<file path="config.mk">
export PLATFORM = sky130hd
export DESIGN_NAME = seg_scan_driver
export DESIGN_NICKNAME = d
export VERILOG_FILES = /design/src/rtl/seg_scan_driver.sv
export SDC_FILE = /design/constraint.sdc
export NUM_CORES = 1
export LEC_CHECK = 0
export CORE_MARGIN = 5
export CORE_UTILIZATION = 50
export DETAILED_ROUTE_END_ITERATION = 16
export GPL_TIMING_DRIVEN = 0
export PLACE_DENSITY_LB_ADDON = 0.05
export SLEW_MARGIN = 30
export SYNTH_ARGS = -nofsm -noshare
export SYNTH_HDL_FRONTEND = slang
export SYNTH_SLANG_ARGS = --single-unit
</file>
<file path="constraint.sdc">
create_clock -name clk -period 1.95 [get_ports clk]
set_input_delay 0.2925 -clock clk [delete_from_list [all_inputs] [get_ports clk]]
set_output_delay 0.2925 -clock clk [all_outputs]
set_load 0.03 [all_outputs]
</file>
<file path="src/rtl/seg_scan_driver.sv">
// seg_scan_driver
// Time-multiplexed driver for a multi-digit 7-segment display. Received UART
// bytes scroll into a nibble buffer two digits at a time. A free-running
// prescaler and a digit index then scan the buffer one digit per refresh slot.
// The selected nibble is presented to the hex decoder, and the matching
// active-low anode is driven. Digits never written since reset or clear stay dark.
module seg_scan_driver #(
    parameter int NUM_DIGITS  = 4,
    parameter int REFRESH_DIV = 100000
) (
    input  logic                  clk,
    input  logic                  rst_n,
    input  logic [7:0]            rx_data,
    input  logic                  rx_valid,
    input  logic                  clear,
    output logic [3:0]            digit,
    output logic [NUM_DIGITS-1:0] an
);

    localparam int PW = $clog2(REFRESH_DIV);
    localparam int IW = $clog2(NUM_DIGITS);
    localparam logic [PW-1:0] PCNT_LAST = PW'(REFRESH_DIV - 1);
    localparam logic [IW-1:0] IDX_LAST  = IW'(NUM_DIGITS - 1);

    logic [3:0]            nib_buf [NUM_DIGITS];
    logic [NUM_DIGITS-1:0] dig_vld;
    logic [PW-1:0]         pcnt;
    logic [IW-1:0]         idx;
    logic [NUM_DIGITS-1:0] an_nxt;

    // Display buffer: clear wins over a simultaneous byte; a byte shifts older digits left by two
    always_ff @(posedge clk or negedge rst_n) begin
        if (!rst_n) begin
            for (int i = 0; i < NUM_DIGITS; i++) begin
                nib_buf[i] <= 4'h0;
            end
            dig_vld <= '0;
        end else if (clear) begin
            for (int i = 0; i < NUM_DIGITS; i++) begin
                nib_buf[i] <= 4'h0;
            end
            dig_vld <= '0;
        end else if (rx_valid) begin
            for (int i = 2; i < NUM_DIGITS; i++) begin
                nib_buf[i] <= nib_buf[i-2];
                dig_vld[i] <= dig_vld[i-2];
            end
            nib_buf[1]   <= rx_data[7:4];
            nib_buf[0]   <= rx_data[3:0];
            dig_vld[1:0] <= 2'b11;
        end
    end

    // Prescaler and scan index; terminal values are compared explicitly so non-power-of-two sizes wrap correctly
    always_ff @(posedge clk or negedge rst_n) begin
        if (!rst_n) begin
            pcnt <= '0;
            idx  <= '0;
        end else if (pcnt == PCNT_LAST) begin
            pcnt <= '0;
            idx  <= (idx == IDX_LAST) ? '0 : idx + 1'b1;
        end else begin
            pcnt <= pcnt + 1'b1;
        end
    end

    // Anode pattern for the selected digit, blanked when that digit holds no data
    always_comb begin
        an_nxt = '1;
        if (dig_vld[idx]) begin
            an_nxt = ~(NUM_DIGITS'(1) << idx);
        end
    end

    // Registered outputs toward the decoder and the anode drivers
    always_ff @(posedge clk or negedge rst_n) begin
        if (!rst_n) begin
            digit <= 4'h0;
            an    <= '1;
        end else begin
            digit <= nib_buf[idx];
            an    <= an_nxt;
        end
    end

endmodule

</file>
==> results of run 1 <==
layout by cell type (no fill, tap or decap):
cell type / n
sky130_fd_sc_hd__mux2_2: 2
sky130_fd_sc_hd__nor4_2: 1
sky130_fd_sc_hd__mux2i_1: 17
sky130_fd_sc_hd__and4_1: 2
sky130_fd_sc_hd__nor2b_1: 1
sky130_fd_sc_hd__mux4_2: 4
sky130_fd_sc_hd__nor2_1: 31
sky130_fd_sc_hd__clkdlybuf4s50_1: 16
sky130_fd_sc_hd__dfstp_2: 4
sky130_fd_sc_hd__nand3_1: 6
sky130_fd_sc_hd__nand2_1: 8
sky130_fd_sc_hd__xor2_1: 8
sky130_fd_sc_hd__mux2_4: 1
sky130_fd_sc_hd__clkinv_2: 2
sky130_fd_sc_hd__dlygate4sd3_1: 1
sky130_fd_sc_hd__and3_1: 2
sky130_fd_sc_hd__dfrtp_1: 41
sky130_fd_sc_hd__nand4b_1: 1
sky130_fd_sc_hd__nor4_1: 3
sky130_fd_sc_hd__inv_1: 4
sky130_fd_sc_hd__nor2_2: 1
sky130_fd_sc_hd__nand4_1: 6
sky130_fd_sc_hd__buf_12: 1
sky130_fd_sc_hd__buf_6: 1
sky130_fd_sc_hd__clkbuf_8: 5
sky130_fd_sc_hd__clkbuf_1: 5
sky130_fd_sc_hd__xnor2_1: 7
sky130_fd_sc_hd__buf_2: 3
sky130_fd_sc_hd__ha_1: 5
sky130_fd_sc_hd__nor3_1: 2
routing by layer:
metal  vias up  track usage [%]  wire, um
li1        608                -         -
met5         -                0         0
met3         4             4.27       132
met1       634             17.1      1470
met4         0             5.33        41
met2        18             25.9      1790
worst paths after layout:
check,from,to,slack (ns),cells past startpoint
worst min-delay path,clear,nib_buf[6],0.36,2
max in group asynchronous,rst_n,an[0],0.91,3
worst max register to register,pcnt[0],idx[0],0.24,5
worst min register to register,pcnt[0],pcnt[0],0.50,1
min in group asynchronous,rst_n,nib_buf[14],0.47,2
worst max-delay path,an[0],an[0],0.18,1
through the flow:
stage | setup TNS [ns] | hold WS [ns] | std cells
after floorplan | 0 | -0.00309 | 164
after global placement | -21.48 | 0.487 | 229
final | 0 | 0.364 | 239
after detailed placement | 0 | 0.263 | 230
after global routing | 0 | 0.405 | 239
after CTS | 0 | 0.366 | 239
final cells by class:
type	count	area, um2
Buffer	7	36.3
Clock buffer	6	72.6
Clock inverter	2	10.0
Fill cell	312	1430
Inverter	4	15.0
Multi-Input combinational cell	108	798
Sequential cell	45	1130
Tap cell	48	60.1
Timing Repair Buffer	19	195
registers in the layout, summed over array words and instances, names as in the netlist:
| name | count |
|---|---|
| nib_buf | 16 |
| an | 4 |
| idx | 2 |
| pcnt | 17 |
| dig_vld | 2 |
| digit | 4 |
power by group through the flow:
stage	Combinational [mW]	Clock (mW)	Sequential, mW
after global routing	0.135	0.604	0.973
after CTS	0.125	0.559	0.970
after floorplan	0.0484	0	0.998
after detailed placement	0.123	0	0.988
final	0.122	0.543	0.970
after global placement	0.115	0	0.987
cells by family (layout without fill, tap and decap cells):
group,after synthesis,after routing,synth area share [%]
adder cells (fa/ha/maj),5,5,3.16
buffers and inverters,11,38,2.59
multiplexers,24,24,15.0
flip-flops,45,45,57.1
AND/OR/NAND/NOR,64,64,15.5
XOR/XNOR,15,15,6.63
what timing repair did:
item                                    4_1_cts  5_1_grt
endpoints found under the hold margin        18        0
hold buffers                                  1        0
endpoints found under the setup margin        0        0
==> load_flow_metrics.sql, run 1 <==
INSERT INTO impl_metrics (metric_group, metric, value, unit) VALUES
('synthesis', 'synth.yosys.warnings', '0', ''),
('synthesis', 'synth_seq_cells', '45', ''),
('placement', 'finalWeightedCongestion', '0.819', ''),
('clock_network', 'cts_inserted_buffers', '5', ''),
('synthesis', 'synth_area_leaders', 'sky130_fd_sc_hd__dfrtp_1 52%, sky130_fd_sc_hd__mux2i_1 8.6%, sky130_fd_sc_hd__nor2_1 5.9%', ''),
('global_route', 'grt_pass1_vias', '1341', ''),
('global_route', 'largest_net_degree_at_the_start_of_global_routing', '28', ''),
('layout', 'syn_to_final_growth', '17.1', '%'),
('route', 'wire_per_inst', '14.4', 'um'),
('route', 'routed-via-count', '1264', ''),
('sta', 'period_minus_slack', '1.77', 'ns'),
('synthesis', 'synth_ff_type', 'sky130_fd_sc_hd__dfrtp_1', ''),
('synthesis', 'synth.distinct_cells', '25', ''),
('critical_path', 'timing.critical_path.fanout_max', '1', ''),
('die', 'dieHeight', '72.9', 'um'),
('synthesis', 'cell_area_after_technology_mapping', '1980', 'um2'),
('placement', 'post-dp-hpwl', '2.54', 'mm'),
('synthesis', 'netlist_top_cells_count', '41 x sky130_fd_sc_hd__dfrtp_1, 31 x sky130_fd_sc_hd__nor2_1, 17 x sky130_fd_sc_hd__mux2i_1', ''),
('critical_path', 'start_to_end_type_of_the_worst_setup_path', 'reg -> out', ''),
('route', 'wl', '3.44', 'mm'),
('die', 'fp.dieArea', '5320', 'um2'),
('clock_network', 'clock_tree.buffer_depth', '2', ''),
('critical_path', 'endpoint_kind', 'primary output', ''),
('route', 'drt_iter0_drc', '49', ''),
('sta', 'layout_setup_ws', '0.180', 'ns'),
('outcome', 'status', 'finished, final reports clean', ''),
('route', 'first_pass_detailed_route_iteration_total', '4', ''),
('global_route', 'overflow', '0', ''),
('placement', 'pre_cts_ws', '0.252', 'ns'),
('clock_network', 'clk_root_buffer_cell', 'sky130_fd_sc_hd__clkbuf_8', ''),
('critical_path', 'crit_chain', 'clkdlybuf4s50_1', ''),
('power_and_ir_drop', 'p_total', '1.63', 'mW'),
('clock_network', 'tritoncts_num_sinks', '45', ''),
('critical_path', 'critPathTopFamily', 'buffers and inverters', ''),
('power_and_ir_drop', 'cellInternalPower', '1.26', 'mW'),
('sta', 'setup_viol', '0', ''),
('synthesis', 'synth_nets', '181', ''),
('synthesis', 'synth.most_common_cell', 'sky130_fd_sc_hd__dfrtp_1', ''),
('power_and_ir_drop', 'power_frac_seq', '59.3', '%'),
('route', 'drcViolationCount', '0', ''),
('critical_path', 'cp_slowest_cell', 'sky130_fd_sc_hd__clkdlybuf4s50_1', ''),
('power_and_ir_drop', 'vdd_ir_drop_max', '437', 'uV'),
('critical_path', 'path_buf_inv', '1', ''),
('synthesis', 'syn-instance-count', '164', ''),
('clock_network', 'postCtsResizedCells', '0', ''),
('sta', 'highest_attainable_clock_frequency', '565', 'MHz'),
('synthesis', 'synthesis.area_per_instance', '12.1', 'um2'),
('route', 'via_per_inst', '5.29', ''),
('power_and_ir_drop', 'leakage', '1.07', 'nW'),
('flow_run', 'cap_violations', '0', ''),
('clock_network', 'postCtsSetupRepairBufs', '0', ''),
('layout', 'insertedDiodeCount', '0', ''),
('die', 'boundaryPins', '20', ''),
('critical_path', 'cp_data_arrival_time', '1.48', 'ns'),
('sta', 'tightestPinTransition', '0.483', 'ns'),
('global_route', 'grt_pass1_wl', '6.00', 'mm'),
('critical_path', 'critical_path.startpoint_type', 'flip-flop', ''),
('power_and_ir_drop', 'power.switching_fraction', '22.8', '%'),
('synthesis', 'proportion_of_synthesized_flip_flops_having_asynchronous_set_or_reset', '100', '%'),
('synthesis', 'synth_edf_count', '0', ''),
('clock_network', 'cts_htree_levels', '2', ''),
('layout', 'layout_cell_share_with_drive_strength_beyond_1', '13.1', '%'),
('synthesis', 'yosysTopAreaCellShare', '51.8', '%'),
('clock_network', 'cts.reportedPaths.clkPinSlew', '0.08', 'ns'),
('sta', 'skew', '0.00330', 'ns'),
('power_and_ir_drop', 'share_clk_of_total_power', '33.2', '%'),
('die', 'die_w', '72.9', 'um'),
('power_and_ir_drop', 'switchingPower', '0.372', 'mW'),
('die', 'floorplan.initialDensity', '52.9', '%'),
('layout', 'final_core_util', '61.9', '%'),
('sta', 'max-slew-margin-rel', '67.8', '%');
(Power assumes the default switching activity.)
==> run 2, diff against run 1 <==
CORE_MARGIN = 8   (was 5)
==> run 2 against run 1 <==
Cell count up 0.42%. Clock power up 51%. Critical path depth unchanged. Largest power group unchanged. Sequential cell count unchanged. Cell area up 2.2%. Global-route usage down 2.6 points. Clock-buffer cell count down 1. Setup slack worse by 0.0049 ns. Largest cell class unchanged. Highest routed layer unchanged.
==> load_flow_metrics.sql, run 2 (same netlist as run 1, synthesis figures left out) <==
INSERT INTO impl_metrics (metric_group, metric, value, unit) VALUES
('outcome', 'status', 'finished, final reports clean', ''),
('placement', 'placement.io_buffers', '17', ''),
('layout', 'biggest_regs', 'pcnt (17), nib_buf (16)', ''),
('power_and_ir_drop', 'p_total', '1.91', 'mW'),
('route', 'first_pass_detailed_route_iteration_total', '4', ''),
('sta', 'final.period_utilization', '91.0', '%'),
('global_route', 'grt_pass1_wl', '5.91', 'mm'),
('placement', 'finalWeightedCongestion', '0.798', ''),
('route', 'via_per_inst', '5.27', ''),
('clock_network', 'clk_root_buffer_cell', 'sky130_fd_sc_hd__clkbuf_8', ''),
('clock_network', 'clkLatencyLatePin', '0.30', 'ns'),
('layout', 'number_of_nets_in_the_layout', '206', ''),
('critical_path', 'start_to_end_type_of_the_worst_setup_path', 'reg -> out', ''),
('sta', 'period_minus_slack', '1.77', 'ns'),
('critical_path', 'endpoint_kind', 'primary output', ''),
('sta', 'tightestPinTransition', '0.638', 'ns'),
('die', 'boundaryPins', '20', ''),
('critical_path', 'critical_path.startpoint_type', 'flip-flop', ''),
('layout', 'insertedDiodeCount', '0', ''),
('power_and_ir_drop', 'vdd_ir_drop_max', '390', 'uV'),
('route', 'wire_per_inst', '14.4', 'um'),
('route', 'wl', '3.45', 'mm'),
('die', 'floorplan.initialDensity', '50.6', '%'),
('sta', 'timing_hold_violations_final', '0', ''),
('placement', 'post-dp-hpwl', '2.58', 'mm'),
('critical_path', 'cp.depth', '1', ''),
('placement', 'placedCellCount', '232', ''),
('global_route', 'largest_net_degree_at_the_start_of_global_routing', '28', ''),
('die', 'fp.dieArea', '6230', 'um2'),
('critical_path', 'cp_slowest_cell', 'sky130_fd_sc_hd__clkdlybuf4s50_1', ''),
('critical_path', 'critical_path.startpoint', 'an[2]', ''),
('global_route', 'track_usage', '12.1', '%'),
('layout', 'most_used_cells_in_the_layout_excluding_fill_and_tap_cells', '41 x sky130_fd_sc_hd__dfrtp_1, 31 x sky130_fd_sc_hd__nor2_1, 17 x sky130_fd_sc_hd__mux2i_1, 16 x sky130_fd_sc_hd__clkdlybuf4s50_1', ''),
('layout', 'commonest_non_fill_non_tap_cell_in_the_layout', 'sky130_fd_sc_hd__dfrtp_1', ''),
('die', 'die_w', '78.9', 'um'),
('critical_path', 'timing.critical_path.fanout_max', '1', ''),
('clock_network', 'cts.reportedPaths.clkPinSlew', '0.08', 'ns'),
('critical_path', 'reg2reg_setup_slack', '0.27', 'ns'),
('layout', 'largest_reg_flops', '17', ''),
('die', 'fp-row-count', '23', ''),
('critical_path', 'critPathTopFamily', 'buffers and inverters', ''),
('global_route', 'grt_antenna_before_repair', '0', ''),
('sta', 'finalMaxSlewViolations', '0', ''),
('die', 'area_of_the_placeable_core', '3910', 'um2'),
('route', 'drtAntennaViolNets', '0', ''),
('layout', 'syn_to_final_growth', '19.6', '%'),
('clock_network', 'postCtsResizedCells', '0', ''),
('layout', 'layout_cell_share_with_drive_strength_beyond_1', '13.7', '%'),
('route', 'drcViolationCount', '0', ''),
('layout', 'register_area', '1130', 'um2'),
('clock_network', 'cts_htree_levels', '2', ''),
('sta', 'skew', '0.00513', 'ns'),
('critical_path', 'cp_slowest_stage_delay', '0.67', 'ns'),
('layout', 'final.fill_count', '339', ''),
('layout', 'layout.cells.non_filler', '240', ''),
('clock_network', 'cts.hold.buffers_added', '0', ''),
('layout', 'largest_reg_by_ff_count', 'pcnt', ''),
('layout', 'multiInputGateArea', '798', 'um2'),
('clock_network', 'tritoncts_num_sinks', '45', ''),
('worst_hold_path', 'timing.hold.worst.class', 'in -> async', ''),
('clock_network', 'cts_inserted_buffers', '5', ''),
('power_and_ir_drop', 'power_density', '807', 'nW/um2'),
('critical_path', 'worstRegToRegCells', '5', ''),
('power_and_ir_drop', 'leakage', '1.09', 'nW'),
('critical_path', 'critPathRequiredTime', '1.66', 'ns'),
('die', 'dieHeight', '78.9', 'um'),
('clock_network', 'clock_tree.buffer_depth', '2', ''),
('sta', 'max-slew-margin-rel', '57.4', '%'),
('clock_network', 'postCtsSetupRepairBufs', '0', ''),
('critical_path', 'worstReg2RegStart', 'pcnt[0]', ''),
('critical_path', 'rr_endpoint', 'idx[0]', ''),
('sta', 'highest_attainable_clock_frequency', '563', 'MHz'),
('route', 'routed-via-count', '1265', ''),
('clock_network', 'cts_tree', 'done', ''),
('route', 'drt_iter0_drc', '49', ''),
('flow_run', 'cap_violations', '0', ''),
('critical_path', 'cp_data_arrival_time', '1.48', 'ns'),
('critical_path', 'worstSetupEndpoint', 'an[2]', ''),
('critical_path', 'crit_chain', 'clkdlybuf4s50_1', ''),
('global_route', 'overflow', '0', ''),
('sta', 'rsz0062_at_grt', 'no', ''),
('global_route', 'grt_pass1_vias', '1313', ''),
('sta', 'setup_viol', '0', ''),
('critical_path', 'path_buf_inv', '1', '');
## run 2: layout make-up
type	instances	share of cell area [%]
clock inverters	3	2.75
repair buffers	18	8.13
well taps	50	2.64
multi-input cells	108	33.7
clock buffers	5	2.90
inverters	4	0.634
flip-flops and latches	45	47.7
plain buffers	7	1.53
## run 2: through the flow
step | hold WS [ns] | worst slack [ns] | setup TNS [ns] | instance area, um2 | util (%)
2_1_floorplan | -0.00309 | 0.403 | 0 | 1980 | -
3_3_place_gp | 0.495 | -0.538 | -22.40 | 2210 | 56.6
3_5_place_dp | 0.360 | 0.250 | 0 | 2240 | 57.1
4_1_cts | 0.0225 | 0.157 | 0 | 2370 | 60.5
5_1_grt | 0.0465 | 0.145 | 0 | 2370 | 60.5
6_report | 0.00774 | 0.175 | 0 | 2370 | 60.5
## run 2: power breakdown
part	switching (mW)	internal, mW
Combinational	0.0635	0.0578
Clock	0.313	0.509
Sequential	0.0129	0.957
Total	0.389	1.52
## run 2: how the worst min path moves through the flow
stage | slack [ns] | endpoint | cells after the start | start
2_1_floorplan | -0.003 | dig_vld[1] | 0 | rst_n
3_3_place_gp | 0.49 | pcnt[0] | 1 | pcnt[0]
3_5_place_dp | 0.36 | digit[3] | 1 | rst_n
4_1_cts | 0.02 | digit[3] | 1 | rst_n
5_1_grt | 0.05 | digit[3] | 1 | rst_n
6_report | 0.008 | digit[3] | 1 | rst_n
## run 2: metal layers
layer	share of wire [%]	vias to the layer above	GRT usage [%]
li1	-	603	-
met1	41	629	12.7
met2	51	24	21.1
met3	6.1	9	4.74
met4	2.1	0	5.00
met5	0	-	0
==> run 3, diff against run 2 <==
SETUP_SLACK_MARGIN = 0.2   (was unset)
==> run 3 against run 2 <==
Via count fell by 0.24%. Setup slack improved by 0.11 ns. Total power fell by 0.11%. Global-route usage did not move. Die area did not move. Largest cell class unchanged.
==> load_flow_metrics.sql, run 3 (same netlist as run 1, synthesis figures left out) <==
INSERT INTO impl_metrics (metric_group, metric, value, unit) VALUES
('die', 'fp.dieArea', '6230', 'um2'),
('clock_network', 'clock_tree.buffer_depth', '2', ''),
('placement', 'placedInstanceArea', '2240', 'um2'),
('layout', 'most_used_cells_in_the_layout_excluding_fill_and_tap_cells', '41 x sky130_fd_sc_hd__dfrtp_1, 31 x sky130_fd_sc_hd__nor2_1, 17 x sky130_fd_sc_hd__mux2i_1, 12 x sky130_fd_sc_hd__clkdlybuf4s50_1', ''),
('layout', 'number_of_nets_in_the_layout', '206', ''),
('route', 'drcViolationCount', '0', ''),
('sta', 'setup_viol', '0', ''),
('sta', 'max-slew-margin-rel', '57.5', '%'),
('die', 'floorplan.initialDensity', '50.6', '%'),
('route', 'drtAntennaViolNets', '0', ''),
('route', 'drt_iter0_drc', '46', ''),
('global_route', 'grt_antenna_before_repair', '0', ''),
('power_and_ir_drop', 'cellInternalPower', '1.52', 'mW'),
('clock_network', 'cts.reportedPaths.clkPinSlew', '0.08', 'ns'),
('route', 'routed-via-count', '1262', ''),
('route', 'wl', '3.47', 'mm'),
('critical_path', 'endpoint_kind', 'flip-flop', ''),
('global_route', 'grt_pass1_wl', '5.91', 'mm'),
('route', 'via_per_inst', '5.26', ''),
('sta', 'tightestPinTransition', '0.638', 'ns'),
('die', 'die_w', '78.9', 'um'),
('critical_path', 'critical_path.startpoint_type', 'flip-flop', ''),
('clock_network', 'tritoncts_num_sinks', '45', ''),
('die', 'dieHeight', '78.9', 'um'),
('global_route', 'track_usage', '12.1', '%'),
('sta', 'hold-worst-slack', '0.00804', 'ns'),
('layout', 'layout.cells.non_filler', '240', ''),
('layout', 'final.fill_count', '342', ''),
('flow_run', 'cap_violations', '0', ''),
('outcome', 'status', 'finished, final reports clean', ''),
('power_and_ir_drop', 'combinationalPowerShare', '6.3', '%'),
('power_and_ir_drop', 'vdd_ir_drop_max', '390', 'uV'),
('clock_network', 'cts.hold.buffers_added', '0', ''),
('critical_path', 'critPathRequiredTime', '2.13', 'ns'),
('critical_path', 'cp_data_arrival_time', '1.85', 'ns'),
('die', 'area_of_the_placeable_core', '3910', 'um2'),
('clock_network', 'cts_inserted_buffers', '5', ''),
('power_and_ir_drop', 'power.switching_fraction', '20.3', '%'),
('route', 'first_pass_detailed_route_iteration_total', '4', ''),
('clock_network', 'clk_root_buffer_cell', 'sky130_fd_sc_hd__clkbuf_8', ''),
('power_and_ir_drop', 'leakage', '1.08', 'nW'),
('power_and_ir_drop', 'power_density', '807', 'nW/um2'),
('layout', 'commonest_non_fill_non_tap_cell_in_the_layout', 'sky130_fd_sc_hd__dfrtp_1', ''),
('worst_hold_path', 'timing.hold.worst.class', 'in -> async', ''),
('power_and_ir_drop', 'share_clk_of_total_power', '43.0', '%'),
('sta', 'rsz0062_at_grt', 'no', ''),
('sta', 'period_minus_slack', '1.67', 'ns'),
('clock_network', 'clkLatencyLatePin', '0.30', 'ns'),
('layout', 'insertedDiodeCount', '0', ''),
('layout', 'largest_reg_flops', '17', ''),
('global_route', 'grt_pass1_vias', '1313', ''),
('placement', 'placedCellCount', '232', ''),
('layout', 'multiInputGateArea', '801', 'um2'),
('placement', 'finalWeightedCongestion', '0.798', ''),
('power_and_ir_drop', 'power_frac_seq', '50.8', '%'),
('sta', 'highest_attainable_clock_frequency', '600', 'MHz'),
('sta', 'timing_hold_violations_final', '0', ''),
('global_route', 'largest_net_degree_at_the_start_of_global_routing', '28', ''),
('clock_network', 'cts_htree_levels', '2', ''),
('die', 'fp-row-count', '23', ''),
('critical_path', 'timing.critical_path.fanout_max', '10', ''),
('die', 'boundaryPins', '20', ''),
('clock_network', 'postCtsSetupRepairBufs', '0', ''),
('sta', 'finalMaxSlewViolations', '0', ''),
('critical_path', 'reg2reg_setup_slack', '0.28', 'ns'),
('placement', 'placement.io_buffers', '17', ''),
('layout', 'layout_cell_share_with_drive_strength_beyond_1', '14.7', '%'),
('sta', 'final.period_utilization', '85.5', '%'),
('critical_path', 'start_to_end_type_of_the_worst_setup_path', 'reg -> reg', ''),
('placement', 'post-dp-hpwl', '2.58', 'mm'),
('layout', 'syn_to_final_growth', '19.6', '%'),
('global_route', 'overflow', '0', ''),
('layout', 'register_area', '1130', 'um2'),
('clock_network', 'cts_tree', 'done', ''),
('sta', 'skew', '0.00503', 'ns'),
('route', 'wire_per_inst', '14.4', 'um'),
('layout', 'largest_reg_by_ff_count', 'pcnt', ''),
('sta', 'fin_setup_tns', '0', 'ns'),
('layout', 'biggest_regs', 'pcnt (17), nib_buf (16)', ''),
('layout', 'final_cell_area', '2370', 'um2'),
('power_and_ir_drop', 'switchingPower', '0.388', 'mW');
[run 3: changes by cell type in the layout (fill, tap and decap cells not counted), sizes merged]
cell           change
dlygate4sd2        +4
clkdlybuf4s50      -4
[run 3: power groups by stage]
stage	Sequential [mW]	Clock (mW)	Combinational [mW]
floorplan	0.998	0	0.0484
global placement	0.987	0	0.115
detailed placement	0.989	0	0.125
CTS	0.970	0.838	0.124
global route	0.973	0.881	0.133
finish	0.970	0.821	0.120
[run 3: repair_timing]
action,CTS,global route
pin swaps,0,0
resized for setup,4,3
setup endpoints to repair,4,2
endpoints found under the hold margin,0,0
[run 3: worst max-delay path: stages, from the launching register on]
cell and delay, ns:
sky130_fd_sc_hd__dfrtp_1 0.41, sky130_fd_sc_hd__ha_2 0.23, sky130_fd_sc_hd__and3_1 0.19, sky130_fd_sc_hd__and4_1 0.26, sky130_fd_sc_hd__buf_6 0.16, sky130_fd_sc_hd__mux2_4 0.30
[run 3: final cells by class]
class | instances | share of cell area (%)
Clock inverter | 3 | 2.75
Multi-Input combinational cell | 108 | 33.8
Tap cell | 50 | 2.64
Timing Repair Buffer | 18 | 7.92
Buffer | 7 | 1.58
Inverter | 4 | 0.634
Sequential cell | 45 | 47.8
Clock buffer | 5 | 2.91
[run 3: path summary, 6_finish.rpt]
| check | start | to | cells after the start |
|---|---|---|---|
| setup / recovery | pcnt[0] | idx[0] | 5 |
| hold / removal | rst_n | digit[3] | 1 |
| setup reg to reg | pcnt[0] | idx[0] | 5 |
| hold reg to reg | pcnt[0] | pcnt[0] | 1 |
| max in group asynchronous | rst_n | an[3] | 2 |
| min in group clk | clear | nib_buf[14] | 2 |
[run 3: per-stage QoR]
step / total power [mW] / util (%) / setup slack [ns]
after floorplan: 1.05 / - / 0.403
after global placement: 1.10 / 56.6 / -0.538
after detailed placement: 1.11 / 57.1 / 0.250
after CTS: 1.93 / 60.4 / 0.232
after global routing: 1.99 / 60.5 / 0.200
final: 1.91 / 60.5 / 0.283
[run 3: metal layers]
metal,track usage (%),wire [um],up-vias
met5,0,0,-
met1,12.7,1430,624
met4,5.00,74,0
met2,21.1,1750,24
met3,4.74,211,9
li1,-,-,605
